File: src/rtl/sap_pkg.sv
// Shared definitions for the SAP control path: opcodes, T-state encodings and
// control-word bit positions.
package sap_pkg;

   localparam int OP_BITS   = 4;
   localparam int STEP_BITS = 3;

   localparam logic [OP_BITS-1:0] OP_NOP = 4'h0;
   localparam logic [OP_BITS-1:0] OP_LDA = 4'h1;
   localparam logic [OP_BITS-1:0] OP_ADD = 4'h2;
   localparam logic [OP_BITS-1:0] OP_SUB = 4'h3;
   localparam logic [OP_BITS-1:0] OP_STA = 4'h4;
   localparam logic [OP_BITS-1:0] OP_LDI = 4'h5;
   localparam logic [OP_BITS-1:0] OP_JMP = 4'h6;
   localparam logic [OP_BITS-1:0] OP_JC  = 4'h7;
   localparam logic [OP_BITS-1:0] OP_JZ  = 4'h8;
   localparam logic [OP_BITS-1:0] OP_OUT = 4'hE;
   localparam logic [OP_BITS-1:0] OP_HLT = 4'hF;

   localparam logic [STEP_BITS-1:0] T0 = 3'd0;
   localparam logic [STEP_BITS-1:0] T1 = 3'd1;
   localparam logic [STEP_BITS-1:0] T2 = 3'd2;
   localparam logic [STEP_BITS-1:0] T3 = 3'd3;
   localparam logic [STEP_BITS-1:0] T4 = 3'd4;

   localparam int CW_PC_OUT   = 0;
   localparam int CW_PC_INC   = 1;
   localparam int CW_PC_LOAD  = 2;
   localparam int CW_MAR_IN   = 3;
   localparam int CW_RAM_OUT  = 4;
   localparam int CW_RAM_IN   = 5;
   localparam int CW_IR_IN    = 6;
   localparam int CW_IR_OUT   = 7;
   localparam int CW_A_IN     = 8;
   localparam int CW_A_OUT    = 9;
   localparam int CW_B_IN     = 10;
   localparam int CW_ALU_OUT  = 11;
   localparam int CW_ALU_SUB  = 12;
   localparam int CW_FLAGS_IN = 13;
   localparam int CW_OUT_IN   = 14;
   localparam int CW_W        = 15;

   typedef logic [CW_W-1:0] cw_t;

   function automatic cw_t cw_bit(input int idx);
      cw_bit = cw_t'(1) << idx;
   endfunction

endpackage

File: src/rtl/sap_microcode_rom.sv
// Combinational microcode: maps (T-state, opcode, flags) to a control word,
// the last-step marker and the halt request. No state, no latency.
module sap_microcode_rom
   import sap_pkg::*;
(
   input  logic [STEP_BITS-1:0] step_i,
   input  logic [OP_BITS-1:0]   opcode_i,
   input  logic                 carry_flag_i,
   input  logic                 zero_flag_i,
   output cw_t                  cw_o,
   output logic                 last_step_o,
   output logic                 do_halt_o
);

   always_comb begin
      cw_o        = '0;
      last_step_o = 1'b0;
      do_halt_o   = 1'b0;
      case (step_i)
         T0: cw_o = cw_bit(CW_PC_OUT) | cw_bit(CW_MAR_IN);
         T1: cw_o = cw_bit(CW_RAM_OUT) | cw_bit(CW_IR_IN) | cw_bit(CW_PC_INC);
         T2: begin
            last_step_o = 1'b1;
            case (opcode_i)
               OP_LDA, OP_ADD, OP_SUB, OP_STA: begin
                  cw_o        = cw_bit(CW_IR_OUT) | cw_bit(CW_MAR_IN);
                  last_step_o = 1'b0;
               end
               OP_LDI: cw_o = cw_bit(CW_IR_OUT) | cw_bit(CW_A_IN);
               OP_JMP: cw_o = cw_bit(CW_IR_OUT) | cw_bit(CW_PC_LOAD);
               OP_JC:  if (carry_flag_i) cw_o = cw_bit(CW_IR_OUT) | cw_bit(CW_PC_LOAD);
               OP_JZ:  if (zero_flag_i)  cw_o = cw_bit(CW_IR_OUT) | cw_bit(CW_PC_LOAD);
               OP_OUT: cw_o = cw_bit(CW_A_OUT) | cw_bit(CW_OUT_IN);
               OP_HLT: do_halt_o = 1'b1;
               default: cw_o = '0;
            endcase
         end
         T3: begin
            last_step_o = 1'b1;
            case (opcode_i)
               OP_LDA: cw_o = cw_bit(CW_RAM_OUT) | cw_bit(CW_A_IN);
               OP_STA: cw_o = cw_bit(CW_A_OUT) | cw_bit(CW_RAM_IN);
               OP_ADD, OP_SUB: begin
                  cw_o        = cw_bit(CW_RAM_OUT) | cw_bit(CW_B_IN);
                  last_step_o = 1'b0;
               end
               default: cw_o = '0;
            endcase
         end
         T4: begin
            last_step_o = 1'b1;
            if (opcode_i == OP_ADD || opcode_i == OP_SUB) begin
               cw_o = cw_bit(CW_ALU_OUT) | cw_bit(CW_A_IN) | cw_bit(CW_FLAGS_IN);
               if (opcode_i == OP_SUB) cw_o = cw_o | cw_bit(CW_ALU_SUB);
            end
         end
         // encodings above T4 are never entered normally; fall back to fetch
         default: last_step_o = 1'b1;
      endcase
   end

endmodule

File: src/rtl/control_sequencer.sv
// SAP control unit: step and halted registers around the microcode ROM.
// Strobes are combinational from the current step; run=0 freezes and blanks them.
module control_sequencer
   import sap_pkg::*;
#(
   parameter int OP_W   = OP_BITS,
   parameter int STEP_W = STEP_BITS
)(
   input  logic              clk,
   input  logic              rst,
   input  logic              run,
   input  logic [OP_W-1:0]   opcode,
   input  logic              carry_flag,
   input  logic              zero_flag,
   output logic              pc_out,
   output logic              pc_inc,
   output logic              pc_load,
   output logic              mar_in,
   output logic              ram_out,
   output logic              ram_in,
   output logic              ir_in,
   output logic              ir_out,
   output logic              a_in,
   output logic              a_out,
   output logic              b_in,
   output logic              alu_out,
   output logic              alu_sub,
   output logic              flags_in,
   output logic              out_in,
   output logic              halted,
   output logic [STEP_W-1:0] step
);

   logic [STEP_W-1:0] step_q, step_d;
   logic              halted_q, halted_d;
   cw_t               cw_rom, cw_gated;
   logic              last_step, do_halt, active;

   sap_microcode_rom u_rom (
      .step_i       (step_q),
      .opcode_i     (opcode),
      .carry_flag_i (carry_flag),
      .zero_flag_i  (zero_flag),
      .cw_o         (cw_rom),
      .last_step_o  (last_step),
      .do_halt_o    (do_halt)
   );

   assign active = run & ~halted_q;

   always_ff @(posedge clk or posedge rst) begin
      if (rst) begin
         step_q   <= T0;
         halted_q <= 1'b0;
      end else begin
         step_q   <= step_d;
         halted_q <= halted_d;
      end
   end

   always_comb begin
      step_d   = step_q;
      halted_d = halted_q;
      if (active) begin
         step_d = last_step ? T0 : step_q + STEP_W'(1);
         if (do_halt) halted_d = 1'b1;
      end
   end

   // rst blanks the word immediately, without waiting for an edge
   always_comb begin
      cw_gated = '0;
      if (active && !rst) cw_gated = cw_rom;
   end

   assign pc_out   = cw_gated[CW_PC_OUT];
   assign pc_inc   = cw_gated[CW_PC_INC];
   assign pc_load  = cw_gated[CW_PC_LOAD];
   assign mar_in   = cw_gated[CW_MAR_IN];
   assign ram_out  = cw_gated[CW_RAM_OUT];
   assign ram_in   = cw_gated[CW_RAM_IN];
   assign ir_in    = cw_gated[CW_IR_IN];
   assign ir_out   = cw_gated[CW_IR_OUT];
   assign a_in     = cw_gated[CW_A_IN];
   assign a_out    = cw_gated[CW_A_OUT];
   assign b_in     = cw_gated[CW_B_IN];
   assign alu_out  = cw_gated[CW_ALU_OUT];
   assign alu_sub  = cw_gated[CW_ALU_SUB];
   assign flags_in = cw_gated[CW_FLAGS_IN];
   assign out_in   = cw_gated[CW_OUT_IN];
   assign halted   = halted_q;
   assign step     = step_q;

endmodule

File: config.mk
export PLATFORM = sky130hd
export DESIGN_NAME = control_sequencer
export DESIGN_NICKNAME = d
export VERILOG_FILES = /design/src/rtl/sap_pkg.sv /design/src/rtl/sap_microcode_rom.sv /design/src/rtl/control_sequencer.sv
export SDC_FILE = /design/constraint.sdc
export NUM_CORES = 1
export LEC_CHECK = 0
export BUFFER_PORTS_ARGS = -buffer_cell sky130_fd_sc_hd__buf_4
export CORE_MARGIN = 2
export CORE_UTILIZATION = 40
export CTS_BUF_LIST = sky130_fd_sc_hd__clkbuf_2
export DETAILED_ROUTE_END_ITERATION = 8
export PLACE_DENSITY = 0.69
export SLEW_MARGIN = 25
export SYNTH_ARGS = -nofsm -noshare
export SYNTH_HDL_FRONTEND = slang
export SYNTH_HIERARCHICAL = 1
export SYNTH_SLANG_ARGS = --single-unit
File: constraint.sdc
create_clock -name clk -period 2.05 [get_ports clk]
set_input_delay 0 -clock clk [delete_from_list [all_inputs] [get_ports clk]]
set_output_delay 0 -clock clk [all_outputs]
set_load 0.05 [all_outputs]
==> results of run 1 <==
## placed cells by master, fill, tap and decap left out
cell           Yosys  routed
a31oi_1            1       1
a21o_1             1       1
nor3_1             6       6
a21o_2             1       1
clkbuf_2           0       3
nor2_2             2       2
nand3b_1           1       1
dlygate4sd3_1      0       1
o21bai_1           1       1
and2_1             5       5
and2_2            11      11
nor2b_1            1       1
nor3b_4            1       1
xor2_1             1       1
nand2b_1           1       1
or2b_1             1       1
a31o_1             1       1
nor3_2             1       1
o21ai_0            3       3
nand2_1            5       5
inv_1              3       3
nor4b_4            1       1
nand4_1            1       1
o31ai_1            1       1
a22o_1             1       1
nand3b_2           1       1
nand2_4            1       1
ha_1               1       1
nor3b_2            2       2
nand2b_4           1       1
or2_1              1       1
o22ai_1            1       1
nor2_1             9       9
dfrtp_1            4       4
a21oi_1            6       6
buf_4              5      27
## layer usage
metal | global-route usage [%] | vias to the layer above | routed length, um
met5 | 0 | - | 0
met4 | 5.29 | 0 | 11
met3 | 1.20 | 2 | 69
met2 | 26.0 | 19 | 688
met1 | 21.2 | 281 | 602
li1 | - | 337 | -
## state kept, by name, indices dropped and copies added, names as in the netlist
signal  count
step        3
halted      1
## per-stage QoR
| stage | total power, mW | hold slack [ps] | std cells | setup slack, ps | cell area (um^2) |
|---|---|---|---|---|---|
| 6_report | 0.800 | 46.8 | 125 | 335 | 850 |
| 5_1_grt | 0.872 | 37.9 | 125 | 165 | 850 |
| 4_1_cts | 0.807 | 39.1 | 125 | 325 | 850 |
| 3_5_place_dp | 0.729 | -78.6 | 121 | 428 | 825 |
| 3_3_place_gp | 0.722 | -77.5 | 121 | 489 | 825 |
| 2_1_floorplan | 0.624 | -234 | 86 | 230 | 673 |
## worst paths after layout
check / from / end / slack (ps) / cells after the start
worst max register to register: step[0]$_DFFE_PP0N_ / step[2]$_DFFE_PP0N_ / 390 / 6
worst max-delay path: step[1]$_DFFE_PP0N_ / a_in / 340 / 6
min in group asynchronous: rst / step[0]$_DFFE_PP0N_ / 250 / 3
worst min register to register: halted$_DFFE_PP0P_ / halted$_DFFE_PP0P_ / 570 / 1
worst min-delay path: run / halted$_DFFE_PP0P_ / 50 / 2
max in group asynchronous: rst / step[1]$_DFFE_PP0N_ / 1640 / 3
## power by group
part | internal, mW | switching [mW]
sequential | 0.109 | 0.0896
clock | 0.0393 | 0.0335
combinational | 0.206 | 0.322
## area by class of cell
type / count / area (um^2)
repair buffers: 28 / 213
clock buffers: 3 / 15.0
fillers: 163 / 692
inverters: 3 / 11.3
multi-input cells: 71 / 490
well taps: 16 / 20.0
flip-flops and latches: 4 / 100
## worst max-delay path, delay by kind of cell (launching register included)
| kind | cells | cell delay, ps |
|---|---|---|
| DFF | 1 | 580 |
| and+or+nand+nor | 3 | 510 |
| AOI/OAI and AO/OA | 2 | 230 |
| buffers and inverters | 1 | 190 |
## cells in the mapped netlist (all sizes together)
| library cell | instances | area [um^2] |
|---|---|---|
| ha | 1 | 12.5 |
| and2 | 16 | 114 |
| nor3b | 3 | 43.8 |
| buf | 8 | 71.3 |
| nor2b | 1 | 6.26 |
| o21ai | 3 | 15.0 |
| inv | 3 | 11.3 |
| a21oi | 6 | 30.0 |
| o22ai | 1 | 6.26 |
| nand2 | 6 | 30.0 |
| a22o | 1 | 8.76 |
| nand4 | 1 | 6.26 |
| a31o | 1 | 8.76 |
| o31ai | 1 | 7.51 |
| dfrtp | 4 | 100 |
| xor2 | 1 | 8.76 |
| o21bai | 1 | 7.51 |
| a21o | 2 | 16.3 |
| nor4b | 1 | 23.8 |
| nor2 | 11 | 46.3 |
| a31oi | 1 | 6.26 |
| or2b | 1 | 7.51 |
| or2 | 1 | 6.26 |
| nand3b | 2 | 18.8 |
| nand2b | 2 | 20.0 |
| nor3 | 7 | 40.0 |
## repair_timing
action | in CTS | in global routing
setup buffers | 0 | 0
endpoints found under the hold margin | 4 | 0
hold buffers | 1 | 0
## logic make-up (layout without fill, tap and decap cells)
logic type | after synthesis | count (layout) | share of synthesized area [%]
AND/OR/NAND/NOR | 52 | 52 | 53.9
AO/OA/AOI/OAI | 17 | 17 | 15.8
buffers and inverters | 11 | 34 | 12.3
flip-flops | 4 | 4 | 14.9
adder cells (fa/ha/maj) | 1 | 1 | 1.86
XOR/XNOR | 1 | 1 | 1.30
==> results.md, run 1 <==
- Die Area: 2030 um^2
- Initial Utilization: 43.7%
- Yosys reg bits: 4
- Critical-path maximum fanout: 11
- Post-synthesis area per instance: 7.83 um^2
- Die extent in x: 45.0 um
- Total Routing Usage GR: 15.6%
- Crit path time final: 1710 ps
- Crit path DAT: 1710 ps
- Clock latency on the worst-skew pair: 210 ps
- Max-slew violations: 0
- I/O Buffers: 27
- Critical Path Slowest Stage Cell: dfrtp_1
- Post-synthesis sequential area ratio: 14.9%
- DRT Wirelength: 1370 um
- Mapped Area: 673 um^2
- Mapped Cells: 86
- CTS tree: built
- Yosys cell types: 35
- Outcome: complete, no violations
- Final Setup Violations: 0
- Overflow after GRT: 0
- CTS Buf Count: 3
- # IOs: 28
- Residual DRC: 0
- First-pass GRT wire length: 2400 um
- Clk root buf: clkbuf_2
- Finished Core Util: 55.1%
- Slew headroom: 72.6%
- Row count: 14
- WP data required: 2050 ps
- Worst slew pin tran: 410 ps
- Worst Setup End Kind: primary output
- Via Count: 639
- Largest net degree at the start of global routing: 16
- Starting DRT DRC Count: 9
- HP Class: in -> reg
- Worst VDD drop: 0.000837 V
- N_diodes: 0
- Fin crit share: 83.6%
- TritonRoute pass-1 iters: 4
- Placer Congestion: 0.740
- Crit path kind: reg -> out
- Vias per cell: 5.11
- Die Y: 45.0 um
- Share of cells above drive strength 1: 47.7%
- Setup TNS Final: 0 ps
- Layout area overhead: 26.2%
- PostCTS Resize Cnt: 0
- PD cells: 942 nW/um^2
- Worst setup SP type: flop
- DR WL/cell: 11.0 um
- Clock Sinks: 4
- Fin nets: 121
- Vias in the first global route: 562
- Leakage power: 0.418 nW
- Fmax: 583 MHz
- Final ANT Viol Nets: 0
- Fin. Hold Viols: 0
- Clock slew at reported path FFs: 40 ps
- Syn Nets: 96
- CP peak stage delay: 580 ps
- HPWL Detailed: 1070 um
- Skew final: 2.77 ps
- Ys Warns: 6
- CTS Buffer Depth: 2
- CP Cell Sequence: nor3b_2 -> nand2_1 -> o21ai_0 -> a31o_1 -> and2_1 -> buf_4
- RSZ-0062 raised after global routing: false
- Antenna violations before repair: 0
- H-tree depth: 1
- Max-cap viol count: 0
- CORE AREA: 1540 um^2
(Power assumes the default switching activity.)
==> inputs of run 2 (changes only) <==
Settings changed: ABC_AREA from default to 1, PLACE_DENSITY 0.69 to 0.72.
Clock period 2.05 ns to 1.52 ns, I/O delays scaled along.
==> run 2 against run 1 <==
Global-route usage fell by 0.64 points; combinational power fell by 90%; sequential power fell by 46%; via count rose by 17%; clock skew rose by 0.99 ps; largest cell class unchanged.
==> results.md, run 2 <==
- Busiest metal layer after global routing: met2
- WP buf/inv: 4 (+3)
- RR Startpoint: step[0]$_DFFE_PP0N_
- Vias per cell: 4.54 (-11%)
- Vias in the first global route: 606 (+7.8%)
- DRT Wirelength: 1400 um (+2.3%)
- Fin nets: 159 (+31%)
- HP Class: in -> reg
- Mapped Cells: 115 (+34%)
- Critical-path maximum fanout: 7 (-4)
- Sequential Power Share: 38.9% (+14 points)
- Final ANT Viol Nets: 0 (unchanged)
- Clock slew at reported path FFs: 50 ps (about the same)
- Row count: 14 (unchanged)
- Die extent in x: 44.0 um (-2.3%)
- PD cells: 285 nW/um^2 (-70%)
- Fmax: 687 MHz
- WP data required: 1520 ps (-530 ps)
- EDFF count, synth: 0 (unchanged)
- Most frequent cells in the layout: inv_1 (25), nand2_1 (25), buf_4 (25)
- Fin. Hold Viols: 0 (unchanged)
- TritonRoute pass-1 iters: 4 (unchanged)
- CP Cell Sequence: inv_2 -> nand3_1 -> nor2_4 -> inv_2 -> nand3_1 -> inv_1 -> nor2_2 -> buf_6
- Worst setup SP type: flop
- Clock latency on the worst-skew pair: 200 ps (about the same)
- Routing usage on met2: 25.3% (-0.71 points)
- Clock Sinks: 4 (unchanged)
- # IOs: 28 (unchanged)
- CP peak stage delay: 470 ps (-110 ps)
- Outcome: complete, no violations
- Worst slew pin tran: 288 ps (-122 ps)
- Crit path kind: reg -> out
- Setup TNS Final: 0 ps (unchanged)
- Largest net degree at the start of global routing: 16 (unchanged)
- CP startpoint: step[1]$_DFFE_PP0N_
- H-tree depth: 1 (unchanged)
- End of the critical path: a_in
- CTS Buffer Depth: 2 (unchanged)
- Post-synth top area share: 17.6% (+2.7 points)
- Hold_sp: run
- Area leader, netlist: inv_1
- Switching power: 0.0750 mW (-83%)
- Finished Core Util: 64.0% (+8.8 points)
- Switching part of the total power: 27.3% (-28 points)
- Fin crit share: 95.8%
- CORE AREA: 1510 um^2 (-2.3%)
- Finished Layout Cells: 164 (+31%)
- Share of cells above drive strength 1: 47.3% (-0.41 points)
- Max-cap viol count: 0 (unchanged)
- Largest register FFs: 3 (unchanged)
- Slew headroom: 80.8% (+8.2 points)
- HPWL Detailed: 1110 um (+3.7%)
- Async SR Flop Fraction: 100% (unchanged)
- Reg2Reg Depth: 7 (+1)
- Top area cells in the synthesized netlist: inv_1 (18%), dfrtp_1 (16%), nand2_1 (15%)
- Post-synth top cells: inv_1 (30), nand2_1 (25), nor2_1 (14)
- I/O Buffers: 27 (unchanged)
- Crit path time final: 1460 ps
- Pint: 0.200 mW (-44%)
- Ys Warns: 6 (unchanged)
- CTS Buf Count: 3 (unchanged)
- Clock Power Share: 41.5% (+32 points)
- Antenna violations before repair: 0 (unchanged)
- WP depth: 8 (+2)
- Top_reg_cell synth: dfrtp_1
- Initial Utilization: 42.4% (-1.2 points)
- Worst VDD drop: 0.000358 V (-57%)
- Fillers: 146 (-10%)
- Pwr Total: 0.275 mW (-66%)
- Yosys cell types: 19 (-46%)
- Max-slew violations: 0 (unchanged)
- Placer Congestion: 0.784 (+5.9%)
- Yosys reg bits: 4 (unchanged)
- Starting DRT DRC Count: 16 (+7)
- Post-synthesis sequential area ratio: 15.7% (+0.79 points)
- Layout area overhead: 50.7%
- Die Area: 1930 um^2 (-4.6%)
- Critical Path Slowest Stage Cell: dfrtp_2
- Most common cell in the netlist: inv_1
- Final Setup Violations: 0 (unchanged)
- Combinational power share: 19.6% (-46 points)
- Met3 GRT Util: 1.25% (+0.050 points)
- Clk root buf: clkbuf_2
- Residual DRC: 0 (unchanged)
- Overflow after GRT: 0 (unchanged)
- DR WL/cell: 8.56 um (-22%)
- Skew final: 3.77 ps (+0.994 ps)
- Critical path's top delay family: flip-flops
- Worst Setup End Kind: primary output
- Mapped Area: 639 um^2 (-5.0%)
- Placed Cells: 155 (+28%)
- GRT met1 Usage: 19.7% (-1.5 points)
- Via Count: 745 (+17%)
- CTS tree: built
- First-pass GRT wire length: 2280 um (-4.9%)
- Total Routing Usage GR: 15.0% (-0.64 points)
- Syn Nets: 125 (+30%)
- FF-to-FF setup slack: 160 ps (-230 ps)
- Crit path DAT: 1460 ps (-250 ps)
- Leakage power: 0.479 nW (+15%)
- N_diodes: 0 (unchanged)
- Critical R2R Capture: step[0]$_DFFE_PP0N_
- Post-synthesis area per instance: 5.56 um^2 (-29%)
- Die Y: 44.0 um (-2.3%)
-- run 2: changes by cell type after synthesis, sizes merged, moves of 5 or more --
cell	before	now
a21oi	6	1
buf	8	3
nor3	7	1
nor2	11	28
nand2	6	28
nand3	0	13
inv	3	31
and2	16	0
-- run 2: worst min path at each step --
stage | slack, ps | endpoint | cells past startpoint
after floorplan | -200 | halted$_DFFE_PP0P_ | 1
after global placement | -70 | halted$_DFFE_PP0P_ | 2
after detailed placement | -70 | halted$_DFFE_PP0P_ | 2
after CTS | 30 | halted$_DFFE_PP0P_ | 3
after global routing | 50 | halted$_DFFE_PP0P_ | 3
final | 30 | halted$_DFFE_PP0P_ | 3
-- run 2: kinds of logic (layout without fill, tap and decap cells) --
family | after synthesis | in the layout | share of synthesized area, %
flops | 4 | 4 | 15.7
compound gates | 4 | 4 | 3.33
simple gates | 72 | 72 | 56.8
fa+ha+maj | 1 | 1 | 1.96
buf+inv | 34 | 67 | 22.3
-- run 2: power by group through the flow --
stage | Combinational [mW] | Clock, mW | Sequential [mW]
floorplan | 0.0238 | 0 | 0.108
global placement | 0.0506 | 0 | 0.108
detailed placement | 0.0512 | 0 | 0.108
CTS | 0.0534 | 0.119 | 0.107
global route | 0.0602 | 0.126 | 0.107
finish | 0.0537 | 0.114 | 0.107
-- run 2: tightest hold or removal path, cell delays in order --
cell and delay [ps]:
buf_4 110, nand2_1 50, nand2_1 50
-- run 2: repair_timing --
item,4_1_cts,5_1_grt
endpoints found under the setup margin,4,8
hold buffers,1,0
pin swaps,0,1
gates resized for setup,4,9
endpoints found under the hold margin,4,0
buffers inserted,0,4
-- run 2: layer usage --
layer  part of all wire, %  vias up  routed length, um
li1                      -      402                  -
met1                    42      323                589
met2                    53       20                743
met3                   5.0        0                 70
met4                     0        0                  0
met5                     0        -                  0
-- run 2: layout make-up --
| type | instances | area, um^2 | area share (%) |
|---|---|---|---|
| inverter | 31 | 119 | 12.3 |
| timing repair buffer | 32 | 274 | 28.4 |
| multi-input combinational | 77 | 427 | 44.3 |
| clock buffer | 4 | 20.0 | 2.08 |
| sequential | 4 | 104 | 10.8 |
| tap | 16 | 20.0 | 2.08 |
-- run 2: per-stage QoR --
step | instance area, um^2 | worst slack, ps | hold WS [ps]
final | 963 | 64.5 | 31.7
after floorplan | 656 | 4.50 | -204
after global routing | 963 | -26.0 | 47.2
after CTS | 893 | 2.30 | 27.0
after detailed placement | 852 | 76.7 | -67.1
after global placement | 852 | 151 | -67.9
